==> src/rtl/spi_slave_pkg.sv <==
// Shared types and constants for the SPI mode-0 slave receiver.
// Frame lengths, rx_len encoding and the endpoint FSM state type live here.
package spi_slave_pkg;

    typedef enum logic [1:0] {
        WAIT_DESEL = 2'd0,
        IDLE       = 2'd1,
        ACTIVE     = 2'd2
    } state_e;

    localparam int FRAME16 = 16;
    localparam int FRAME32 = 32;
    localparam int CNT_W   = 6;

    localparam logic LEN16 = 1'b0;
    localparam logic LEN32 = 1'b1;

    function automatic logic [31:0] zext16(input logic [15:0] word);
        return {16'h0000, word};
    endfunction

endpackage

==> src/rtl/spi_sync_edge.sv <==
// Multi-flop synchronizer for one asynchronous pin with registered rise/fall strobes.
// The chain resets to 0, so a pin that is high after reset reports one rise strobe.
module spi_sync_edge
    import spi_slave_pkg::*;
#(
    parameter int SYNC_STAGES = 2
) (
    input  logic clk_i,
    input  logic reset_i,
    input  logic din_i,
    output logic rise_o,
    output logic fall_o
);

    logic [SYNC_STAGES-1:0] sync_q;
    logic                   prev_q;
    logic                   rise_q;
    logic                   fall_q;

    always_ff @(posedge clk_i) begin
        if (reset_i) begin
            sync_q <= '0;
            prev_q <= 1'b0;
            rise_q <= 1'b0;
            fall_q <= 1'b0;
        end else begin
            sync_q <= {sync_q[SYNC_STAGES-2:0], din_i};
            prev_q <= sync_q[SYNC_STAGES-1];
            rise_q <= sync_q[SYNC_STAGES-1] & ~prev_q;
            fall_q <= ~sync_q[SYNC_STAGES-1] & prev_q;
        end
    end

    assign rise_o = rise_q;
    assign fall_o = fall_q;

endmodule

==> src/rtl/spi_slave_rx.sv <==
// SPI mode-0 slave endpoint: oversamples the SPI pins in the pclk domain, assembles
// MSB-first 16/32-bit frames, hands them out over valid/ready and shifts a response on MISO.
module spi_slave_rx
    import spi_slave_pkg::*;
#(
    parameter int SYNC_STAGES = 2,
    parameter int DATA_W      = 32
) (
    input  logic              pclk,
    input  logic              preset,
    input  logic              spi_sclk,
    input  logic              spi_cs_n,
    input  logic              spi_mosi,
    output logic              spi_miso,
    output logic [DATA_W-1:0] rx_data,
    output logic              rx_len,
    output logic              rx_valid,
    input  logic              rx_ready,
    output logic              rx_err,
    input  logic [DATA_W-1:0] tx_data,
    input  logic              tx_load
);

    localparam logic [CNT_W-1:0] CNT16 = 6'(FRAME16);
    localparam logic [CNT_W-1:0] CNT32 = 6'(FRAME32);

    logic sclkRise;
    logic sclkFall;
    logic csRise;
    logic csFall;

    logic [SYNC_STAGES-1:0] mosiSync_q;
    logic                   mosiBit;

    state_e            state_q,    state_d;
    logic [CNT_W-1:0]  bitCnt_q,   bitCnt_d;
    logic [DATA_W-1:0] rxShift_q,  rxShift_d;
    logic [DATA_W-1:0] txShift_q,  txShift_d;
    logic [DATA_W-1:0] txShadow_q, txShadow_d;
    logic [DATA_W-1:0] rxData_q,   rxData_d;
    logic              rxLen_q,    rxLen_d;
    logic              rxValid_q,  rxValid_d;
    logic              rxErr_q,    rxErr_d;

    logic              emit;
    logic              emitLen;
    logic [DATA_W-1:0] emitData;
    logic              frameErr;
    logic [CNT_W-1:0]  cntNext;
    logic [DATA_W-1:0] rxNext;

    spi_sync_edge #(
        .SYNC_STAGES(SYNC_STAGES)
    ) u_sclk_sync (
        .clk_i  (pclk),
        .reset_i(preset),
        .din_i  (spi_sclk),
        .rise_o (sclkRise),
        .fall_o (sclkFall)
    );

    spi_sync_edge #(
        .SYNC_STAGES(SYNC_STAGES)
    ) u_cs_sync (
        .clk_i  (pclk),
        .reset_i(preset),
        .din_i  (spi_cs_n),
        .rise_o (csRise),
        .fall_o (csFall)
    );

    // MOSI needs only the level; it is stable around every sclk rise strobe.
    always_ff @(posedge pclk) begin
        if (preset) begin
            mosiSync_q <= '0;
        end else begin
            mosiSync_q <= {mosiSync_q[SYNC_STAGES-2:0], spi_mosi};
        end
    end

    assign mosiBit = mosiSync_q[SYNC_STAGES-1];

    always_ff @(posedge pclk) begin
        if (preset) begin
            state_q <= WAIT_DESEL;
        end else begin
            state_q <= state_d;
        end
    end

    // Synchronized cs_n starts at 0, so leaving WAIT_DESEL on its rise strobe means "seen deselected".
    always_comb begin
        state_d = state_q;
        unique case (state_q)
            WAIT_DESEL: if (csRise) state_d = IDLE;
            IDLE:       if (csFall) state_d = ACTIVE;
            ACTIVE:     if (csRise) state_d = IDLE;
            default:    state_d = WAIT_DESEL;
        endcase
    end

    always_comb begin
        bitCnt_d   = bitCnt_q;
        rxShift_d  = rxShift_q;
        txShift_d  = txShift_q;
        txShadow_d = tx_load ? tx_data : txShadow_q;
        emit       = 1'b0;
        emitLen    = LEN16;
        emitData   = '0;
        frameErr   = 1'b0;
        cntNext    = bitCnt_q + {{(CNT_W-1){1'b0}}, sclkRise};
        rxNext     = sclkRise ? {rxShift_q[DATA_W-2:0], mosiBit} : rxShift_q;

        unique case (state_q)
            WAIT_DESEL: ;
            IDLE: begin
                if (csFall) begin
                    bitCnt_d  = '0;
                    txShift_d = txShadow_q;
                end
            end
            ACTIVE: begin
                bitCnt_d  = cntNext;
                rxShift_d = rxNext;
                // A fall with count 0 only follows a 32-bit wrap: the reloaded MSB must stay on the pin.
                if (sclkFall && (bitCnt_q != '0)) begin
                    txShift_d = {txShift_q[DATA_W-2:0], 1'b0};
                end
                if (cntNext == CNT32) begin
                    emit      = 1'b1;
                    emitLen   = LEN32;
                    emitData  = rxNext;
                    bitCnt_d  = '0;
                    txShift_d = txShadow_q;
                end else if (csRise) begin
                    if (cntNext == CNT16) begin
                        emit     = 1'b1;
                        emitLen  = LEN16;
                        emitData = zext16(rxNext[15:0]);
                    end else if (cntNext != '0) begin
                        frameErr = 1'b1;
                    end
                end
            end
            default: ;
        endcase

        rxData_d  = rxData_q;
        rxLen_d   = rxLen_q;
        rxValid_d = rxValid_q;
        rxErr_d   = frameErr;
        if (emit) begin
            if (!rxValid_q || rx_ready) begin
                rxData_d  = emitData;
                rxLen_d   = emitLen;
                rxValid_d = 1'b1;
            end else begin
                rxErr_d = 1'b1;
            end
        end else if (rxValid_q && rx_ready) begin
            rxValid_d = 1'b0;
        end
    end

    always_ff @(posedge pclk) begin
        if (preset) begin
            bitCnt_q   <= '0;
            rxShift_q  <= '0;
            txShift_q  <= '0;
            txShadow_q <= '0;
            rxData_q   <= '0;
            rxLen_q    <= LEN16;
            rxValid_q  <= 1'b0;
            rxErr_q    <= 1'b0;
        end else begin
            bitCnt_q   <= bitCnt_d;
            rxShift_q  <= rxShift_d;
            txShift_q  <= txShift_d;
            txShadow_q <= txShadow_d;
            rxData_q   <= rxData_d;
            rxLen_q    <= rxLen_d;
            rxValid_q  <= rxValid_d;
            rxErr_q    <= rxErr_d;
        end
    end

    always_comb begin
        spi_miso = (state_q == ACTIVE) ? txShift_q[DATA_W-1] : 1'b0;
        rx_data  = rxData_q;
        rx_len   = rxLen_q;
        rx_valid = rxValid_q;
        rx_err   = rxErr_q;
    end

endmodule

==> config.mk <==
export PLATFORM = sky130hd
export DESIGN_NAME = spi_slave_rx
export DESIGN_NICKNAME = d
export VERILOG_FILES = /design/src/rtl/spi_slave_pkg.sv /design/src/rtl/spi_sync_edge.sv /design/src/rtl/spi_slave_rx.sv
export SDC_FILE = /design/constraint.sdc
export NUM_CORES = 1
export LEC_CHECK = 0
export CORE_ASPECT_RATIO = 1.25
export CORE_MARGIN = 5
export CORE_UTILIZATION = 30
export DETAILED_ROUTE_END_ITERATION = 7
export PLACE_DENSITY = 0.45
export SLEW_MARGIN = 10
export SYNTH_ARGS = -nofsm -noshare
export SYNTH_HDL_FRONTEND = slang
export SYNTH_SLANG_ARGS = --single-unit
==> constraint.sdc <==
create_clock -name pclk -period 7.5 [get_ports pclk]
set_input_delay 1.5 -clock pclk [delete_from_list [all_inputs] [get_ports pclk]]
set_output_delay 1.5 -clock pclk [all_outputs]
set_load 0.02 [all_outputs]
# == Word level (Yosys, flattened, before mapping) ==
# Index checks and enable logic that the tools add are counted.
# Widths: inputs -> output; s select.
# classes
add_sub_neg,1
n_mul,0
div_mod_pow,0
magnitude_cmp,0
eq_ne,8
n_shift,0
muxes,32
bitwise_logic,8
n_reduce_logical,15
# op_table
operator,count
$mux 32,6
$pmux 32 s2,1
$mux 16,2
$mux 1,17
$mux 6,2
$pmux 6 s2,1
$reduce_bool 6->1,2
$reduce_and 2->1,4
$add 6x1->6,1
$eq 6x5->1 const B,1
$eq 6x6->1 const B,1
$ne 2x1->1 const B,3
$and 1x1->1,4
$mux 2,2
$not 1->1,4
$pmux 2 s2,1
$reduce_bool 2->1,2
$ne 3x3->1 const B,1
$reduce_and 3->1,1
$eq 2x1->1 const B,1
$eq 2x2->1 const B,1
$logic_and 1x1->1,2
$logic_not 2->1,1
$reduce_or 2->1,1
other kinds (2),2
# word_totals
ff_bits,151
latch_bits,0
ram_bits,0
mem_bits_ro,0
input_bits,39
word_cells,82
mem_count,0

# == Depth between registers and ports, before layout ==
# Gate-level depths: netlist of run 1.
# logic_depth
word_depth,9
depth_mapped,10

# == Modules after synthesis ==
# A second synthesis of run 1 with hierarchy kept.
# hier_totals
hier_cells,691
area_unflattened_um2,6507.5
# by_module_without_submodules
mod,instances,cells_per_inst,area_each_um2,seq_area_each_um2
spi_slave_rx,1,671,6239.7,2822.7
spi_sync_edge,2,10,133.9,100.1

# == Worst setup path after synthesis of run 1 ==
# No wires, ideal clock.
# synth_timing
path_type,register to output
from,register state_q[1]
to,output port spi_miso
arrival_ns,1.708
required_ns,6.000
path_slack_ns,4.292
stages_incl_launch_ff,6
n_path_buf,3
path_cell_list,dfxtp_1 clkbuf_1 nor2b_1 clkbuf_1 clkbuf_1 and2_1
# synth_via
elab_chain_cells,2
# synth_rtl
element,line_no,source
from (decl),spi_slave_rx.sv:35,"state_e state_q, state_d;"
from (signal assigned),spi_slave_rx.sv:87,state_q <= state_d;
$eq 2x2->1,spi_slave_rx.sv:188,spi_miso = (state_q == ACTIVE) ? txShift_q[DATA_W-1] : 1'b0;
$mux 1,spi_slave_rx.sv:188,
to (decl),spi_slave_rx.sv:14,"output logic spi_miso,"
# No other way between the ends.

# == Worst setup path after layout of run 1 ==
# layout_timing
from,register u_sclk_sync.rise_q (netlist: u_sclk_sync.rise_o)
to,register rxLen_q (netlist: rx_len)
# layout_via
elab_chain_cells,7
elab_cells_between_ends,10
# layout_rtl
element,line_no,source
from (decl),spi_sync_edge.sv:17,logic rise_q;
from (signal assigned),spi_sync_edge.sv:29,rise_q <= sync_q[SYNC_STAGES-1] & ~prev_q;
$add 6x1->6 *,spi_slave_rx.sv:111,"cntNext = bitCnt_q + {{(CNT_W-1){1'b0}}, sclkRise};"
$eq 6x5->1,spi_slave_rx.sv:136,if (cntNext == CNT16) begin
$mux 1,spi_slave_rx.sv:136,
$mux 1,spi_slave_rx.sv:135,end else if (csRise) begin
$mux 1,spi_slave_rx.sv:129,if (cntNext == CNT32) begin
$mux 1,spi_slave_rx.sv:114,unique case (state_q)
$reduce_and 2->1 (no source line),n/a,
to (signal assigned),spi_slave_rx.sv:181,rxLen_q <= rxLen_d;
to (decl),spi_slave_rx.sv:41,"logic rxLen_q, rxLen_d;"
# Every way passes the cells marked *; elsewhere a longest branch is shown, timed or not.
# A chain may end at the register's enable or synchronous reset.

==> results of run 1 <==
==> area by class of cell <==
type                            instances  area, sq um
Fill cell                            2089        12600
Sequential cell                       151         3020
Multi-Input combinational cell        483         2870
Timing Repair Buffer                   80          778
Clock buffer                           19          443
Tap cell                              270          338
Clock inverter                         13          146
Inverter                                2         7.51
==> power by group through the flow <==
stage	clock, mW	sequential [mW]	combinational (mW)
4_1_cts	0.874	0.822	0.0675
5_1_grt	0.909	0.823	0.0734
6_report	0.846	0.822	0.0658
3_5_place_dp	0	0.840	0.0675
3_3_place_gp	0	0.840	0.0661
2_1_floorplan	0	0.837	0.0402
==> metrics by stage <==
step | util (%) | instance area [sq um] | hold WS (ps) | power [mW]
5_1_grt | 37.7 | 7600 | 415 | 1.81
4_1_cts | 37.7 | 7600 | 409 | 1.76
3_3_place_gp | 34.8 | 7020 | 393 | 0.906
3_5_place_dp | 34.8 | 7020 | 398 | 0.908
6_report | 37.7 | 7600 | 405 | 1.73
2_1_floorplan | - | 6160 | 383 | 0.877
==> critical path: cells and delay by family (launching register included) <==
kind / cells / cell delay [ps]
AOI/OAI and AO/OA: 3 / 910
adders and majority gates: 2 / 570
buffers and inverters: 1 / 430
DFF: 1 / 320
and+or+nand+nor: 3 / 1400
==> kinds of logic (layout without fill, tap and decap cells) <==
family,count (synthesis),count (layout)
adders and majority gates,2,2
and+or+nand+nor,269,269
DFF,151,151
xor gates and xnor gates,2,2
AOI/OAI and AO/OA,144,144
buffers and inverters,61,114
muxes,66,66
==> worst max path at each step <==
stage                                   from        to  slack (ps)  cells after the start
after floorplan                   state_q[1]  spi_miso        4290                      5
after global placement              rx_ready    rx_len        3830                      5
after detailed placement  u_sclk_sync.rise_o    rx_len        3730                      9
after CTS                 u_sclk_sync.rise_o    rx_len        3730                      9
after global routing      u_sclk_sync.rise_o    rx_len        3460                      9
final                     u_sclk_sync.rise_o    rx_len        3760                      9
==> Yosys cell counts (2+ instances only) <==
| cell | number | area share [%] |
|---|---|---|
| dfxtp_1 | 151 | 49 |
| nand2_1 | 133 | 8.1 |
| nor2_1 | 80 | 4.9 |
| a21oi_1 | 60 | 4.9 |
| mux2i_1 | 49 | 8.0 |
| clkbuf_1 | 36 | 2.2 |
| a311oi_1 | 30 | 4.3 |
| o21ai_0 | 20 | 1.6 |
| nand4_1 | 18 | 1.8 |
| buf_2 | 17 | 1.4 |
| mux2_2 | 17 | 3.1 |
| o2bb2ai_1 | 16 | 2.3 |
| nor2b_1 | 14 | 1.4 |
| nand3_1 | 6 | 0.49 |
| buf_1 | 3 | 0.18 |
| buf_6 | 3 | 0.55 |
| nor3_1 | 3 | 0.24 |
| nor3b_1 | 3 | 0.37 |
| a2111oi_0 | 2 | 0.28 |
| a21bo_2 | 2 | 0.32 |
| a31oi_1 | 2 | 0.20 |
| and2_1 | 2 | 0.20 |
| ha_1 | 2 | 0.41 |
| inv_1 | 2 | 0.12 |
| o221a_2 | 2 | 0.37 |
| xnor2_1 | 2 | 0.28 |
==> routing by layer <==
metal	global-route usage [%]	routed length, um
met5	0	0
met4	4.04	191
met3	3.01	526
met2	20.1	6590
met1	15.6	6750
==> sequential cells by signal (all words and copies together), names as in the netlist, 2 cells and up <==
name,count
bitCnt_q,6
mosiSync_q,2
rxShift_q,32
rx_data,32
state_q,2
txShadow_q,32
txShift_q,32
u_cs_sync.sync_q,2
u_sclk_sync.sync_q,2
==> flow_metrics.py, run 1 <==
metrics = {
    "status": {
        "status": "finished clean",
    },
    "global_route": {
        "antenna_found_initial": 0,
        "grt_pass1_wl_um": 24100,
        "grt_max_degree": 102,
        "track_usage_pct": 12.1,
        "grt_pass1_vias": 4835,
        "overflow": 0,
    },
    "die": {
        "core-area_sq_um": 20200,
        "die_area_sq_um": 23500,
        "dieHeight_um": 170,
        "row_count": 58,
        "initial_core_util_pct": 30.5,
        "ios": 75,
        "die_w_um": 138,
    },
    "yosys": {
        "synth_top_family_by_area": "simple AND/OR/NAND/NOR gates",
        "ys_types": 46,
        "synth_mux_area_share_pct": 11.1,
        "ys.flop_type": "dfxtp_1",
        "synthAdderAreaFrac_pct": 0.406,
        "netlist_area_sq_um": 6160,
        "synth_nets": 736,
        "synthArstFlopShare_pct": 0,
        "yosysWarnings": 0,
        "synth_edf_count": 0,
        "synth_seq_cells": 151,
        "yosys.area_share.simple_pct": 18.8,
        "syn_area_per_cell_sq_um": 8.86,
        "ys_seq_area_share_pct": 49.1,
        "synth_xor_area_share_pct": 0.284,
        "synth_compound_area_share_pct": 16.0,
        "syn_inst": 695,
    },
    "worst_setup_path": {
        "r2r_end": "rx_len",
        "worstSetupEndpointType": "flop",
        "rr_worst_depth": 9,
        "crit_required_ps": 7810,
        "r2r-start": "u_sclk_sync.rise_o",
        "ff2ff_setup_slack_ps": 3760,
        "crit_arrival_ps": 4050,
        "slowest_stage": "nor3_2",
        "start_kind": "flop",
        "worstSetupPathType": "reg2reg",
        "crit_fanout": 35,
        "critPathMaxStageDelay_ps": 900,
        "crit_chain": "buf_4 > ha_1 > ha_1 > nor2_1 > nor4b_1 > a41oi_2 > nor3_2 > a21oi_2 > a21bo_2",
        "crit_top_cell": "ha_1",
    },
    "timing": {
        "finalSetupTns_ps": 0,
        "grt_setup_unrepaired": "no",
        "max_freq_mhz": 267,
        "hold_violations": 0,
        "worst_slack_ps": 3760,
        "maxSlewViolCount": 0,
        "tightest_slew_ps": 1160,
        "finalClockSkew_ps": 9.16,
        "relSlewSlack_pct": 22.6,
        "fin_crit_ps": 3740,
        "post-route-period-util_pct": 49.9,
        "setup_viol": 0,
    },
    "routing": {
        "antenna_left": 0,
        "routed_wl_um": 14100,
        "viasPerCell": 4.77,
        "drcViolationCount": 0,
        "drt-initial-drc-count": 254,
        "via_count": 4854,
        "drt-pass1-iter-count": 4,
        "wl_per_cell_um": 13.8,
    },
    "power": {
        "switching_share_pct": 22.1,
        "power.clock.fraction_pct": 48.8,
        "power_leakage_nw": 2.54,
        "p_per_area_nw_per_um2": 228,
        "power.share.combinational_pct": 3.8,
        "internal_power_mw": 1.35,
        "ir_worst_vdd_mv": 0.145,
        "p_sw_mw": 0.383,
        "seq_power_share_pct": 47.4,
    },
    "clock_tree": {
        "clk_latency_ps": 420,
        "cts_tree": "built",
        "clk_path_buf_depth": 2,
        "hold_buffers": 0,
        "cts-resized-gates": 0,
        "cts_buffers": 17,
        "cts.sinks": 151,
        "path_clk_slew_ps": 70,
        "cts_setup_buffers": 0,
        "cts_root_buf": "clkbuf_16",
        "h-tree-depth": 4,
    },
    "cells_and_area": {
        "layout-drive-gt1-share_pct": 8.96,
        "areaGrowthSynthToFinish_pct": 23.4,
        "final_cell_mix": "dfxtp_1 (151), nand2_1 (133), nor2_1 (80)",
        "final-instance-count-excl-fill": 1018,
        "fin_nets": 776,
        "n_antenna_cell": 0,
        "final_common_cell": "dfxtp_1",
    },
    "run": {
        "maxCapViolCount": 0,
    },
    "min_path": {
        "hold_depth": 1,
        "hold-path-endpoint": "u_cs_sync.rise_o",
        "hp-class": "reg2reg",
        "hold_start": "u_cs_sync.prev_q",
    },
    "placed_design": {
        "dp_hpwl_um": 8990,
        "gp_congestion": 0.743,
        "post-place-ws_ps": 3730,
        "io_buffers": 74,
        "placed_cells": 986,
    },
}
(Power assumes the default switching activity.)
==> run 2, diff against run 1 <==
clock period = 3.57 ns   (was 7.5 ns; I/O delays follow)
==> flow_metrics.py, run 2 (synthesized netlist as in run 1, its figures left out) <==
metrics = {
    "status": {
        "status": "finished clean",
    },
    "routing": {
        "routed_wl_um": 14100,
        "antenna_left": 0,
        "drcViolationCount": 0,
        "dr_wl_met2_um": 7030,
        "wl_per_cell_um": 13.8,
        "via_count": 4943,
        "drt-pass1-iter-count": 4,
        "drt-initial-drc-count": 221,
        "top_layer_used": "met4",
        "wl_met1_um": 6300,
        "wl_met3_um": 488,
        "viasPerCell": 4.84,
    },
    "timing": {
        "fin_crit_ps": 2900,
        "hold_violations": 0,
        "setup_viol": 0,
        "max_freq_mhz": 345,
        "tightest_slew_ps": 1100,
        "maxSlewViolCount": 0,
        "post-route-period-util_pct": 81.2,
        "finalSetupTns_ps": 0,
        "finalClockSkew_ps": 11.1,
        "worst_slack_ps": 672,
        "relSlewSlack_pct": 26.4,
        "grt_setup_unrepaired": "no",
    },
    "worst_setup_path": {
        "slowest_stage": "buf_4",
        "crit_top_cell": "ha_1",
        "crit_fanout": 62,
        "critPathMaxStageDelay_ps": 510,
        "crit_arrival_ps": 3220,
        "r2r-start": "bitCnt_q[0]",
        "crit_chain": "ha_1 > ha_1 > nand4_1 > or3b_1 > and2_4 > o31ai_4 > buf_4 > nor2_1 > a311oi_1",
        "startpoint": "bitCnt_q[0]",
        "worstSetupEndpointType": "flop",
        "worstSetupPathType": "reg2reg",
        "crit_required_ps": 3890,
        "start_kind": "flop",
    },
    "die": {
        "die_area_sq_um": 23500,
        "core-area_sq_um": 20200,
        "dieHeight_um": 170,
        "ios": 75,
        "die_w_um": 138,
        "initial_core_util_pct": 30.5,
        "row_count": 58,
    },
    "global_route": {
        "grt_pass1_vias": 4987,
        "grt_pass1_wl_um": 23700,
        "overflow": 0,
        "antenna_found_initial": 0,
        "track_usage_pct": 12.1,
        "grt_max_degree": 66,
    },
    "power": {
        "ir_worst_vdd_mv": 0.310,
        "p_total_mw": 3.56,
        "power_leakage_nw": 2.55,
        "p_per_area_nw_per_um2": 468,
    },
    "clock_tree": {
        "clk_path_buf_depth": 2,
        "cts_setup_buffers": 0,
        "cts_buffers": 17,
        "clk_latency_ps": 420,
        "cts_root_buf": "clkbuf_16",
        "cts_tree": "built",
        "h-tree-depth": 4,
        "cts.sinks": 151,
        "path_clk_slew_ps": 60,
        "cts-resized-gates": 0,
        "hold_buffers": 0,
    },
    "cells_and_area": {
        "final_cell_mix": "dfxtp_1 (151), nand2_1 (133), nor2_1 (80)",
        "areaGrowthSynthToFinish_pct": 23.5,
        "fin_nets": 780,
        "layout-drive-gt1-share_pct": 9.44,
        "final_common_cell": "dfxtp_1",
        "n_antenna_cell": 0,
        "final_util_pct": 37.7,
    },
    "min_path": {
        "hold_start": "u_sclk_sync.sync_q[1]",
        "hp-class": "reg2reg",
    },
    "run": {
        "maxCapViolCount": 0,
    },
    "placed_design": {
        "dp_hpwl_um": 9230,
        "post-place-ws_ps": 678,
        "io_buffers": 74,
        "gp_congestion": 0.743,
    },
}
## run 2: cell types whose count changed in the layout (fill, tap and decap cells not counted)
cell and delta:
bufinv_16 -1, clkinv_2 +1, buf_4 +4
## run 2: stage by stage
stage,hold slack [ps],std cells,area (sq um)
6_report,407,1022,7610
5_1_grt,415,1022,7610
4_1_cts,410,1022,7610
3_5_place_dp,398,990,7050
3_3_place_gp,391,990,7050
2_1_floorplan,383,695,6160
## run 2: path summary, 6_finish.rpt
| path | slack, ps | depth (start not counted) | end |
|---|---|---|---|
| hold reg to reg | 410 | 1 | u_sclk_sync.fall_o |
| setup / recovery | 670 | 9 | txShift_q[8] |
| hold / removal | 410 | 1 | u_sclk_sync.fall_o |
| setup reg to reg | 670 | 9 | txShift_q[8] |
## run 2: cell type report
type | instances | area, sq um
multi-input cells | 483 | 2870
well taps | 270 | 338
repair buffers | 84 | 808
clock inverters | 13 | 121
fillers | 2129 | 12600
inverters | 2 | 7.51
clock buffers | 19 | 443
flip-flops and latches | 151 | 3020
## run 2: worst max-delay path: cells and delay by family (launching register included)
kind	cells	cell delay, ps
AND/OR/NAND/NOR	4	810
AO/OA/AOI/OAI	2	480
adder cells (fa/ha/maj)	2	590
flip-flops	1	370
buffers and inverters	1	510
## run 2: power by group
part / switching, mW / leakage, nW / internal [mW]
Clock: 0.714 / 0.274 / 0.983
Sequential: 0.0164 / 1.22 / 1.71
Combinational: 0.0671 / 1.06 / 0.0710
Total: 0.797 / 2.55 / 2.77
## run 2: layer usage
layer | vias up | global-route usage, %
met3 | 16 | 2.84
met1 | 2336 | 14.0
met2 | 78 | 21.5
li1 | 2513 | -
met4 | 0 | 5.33
met5 | - | 0
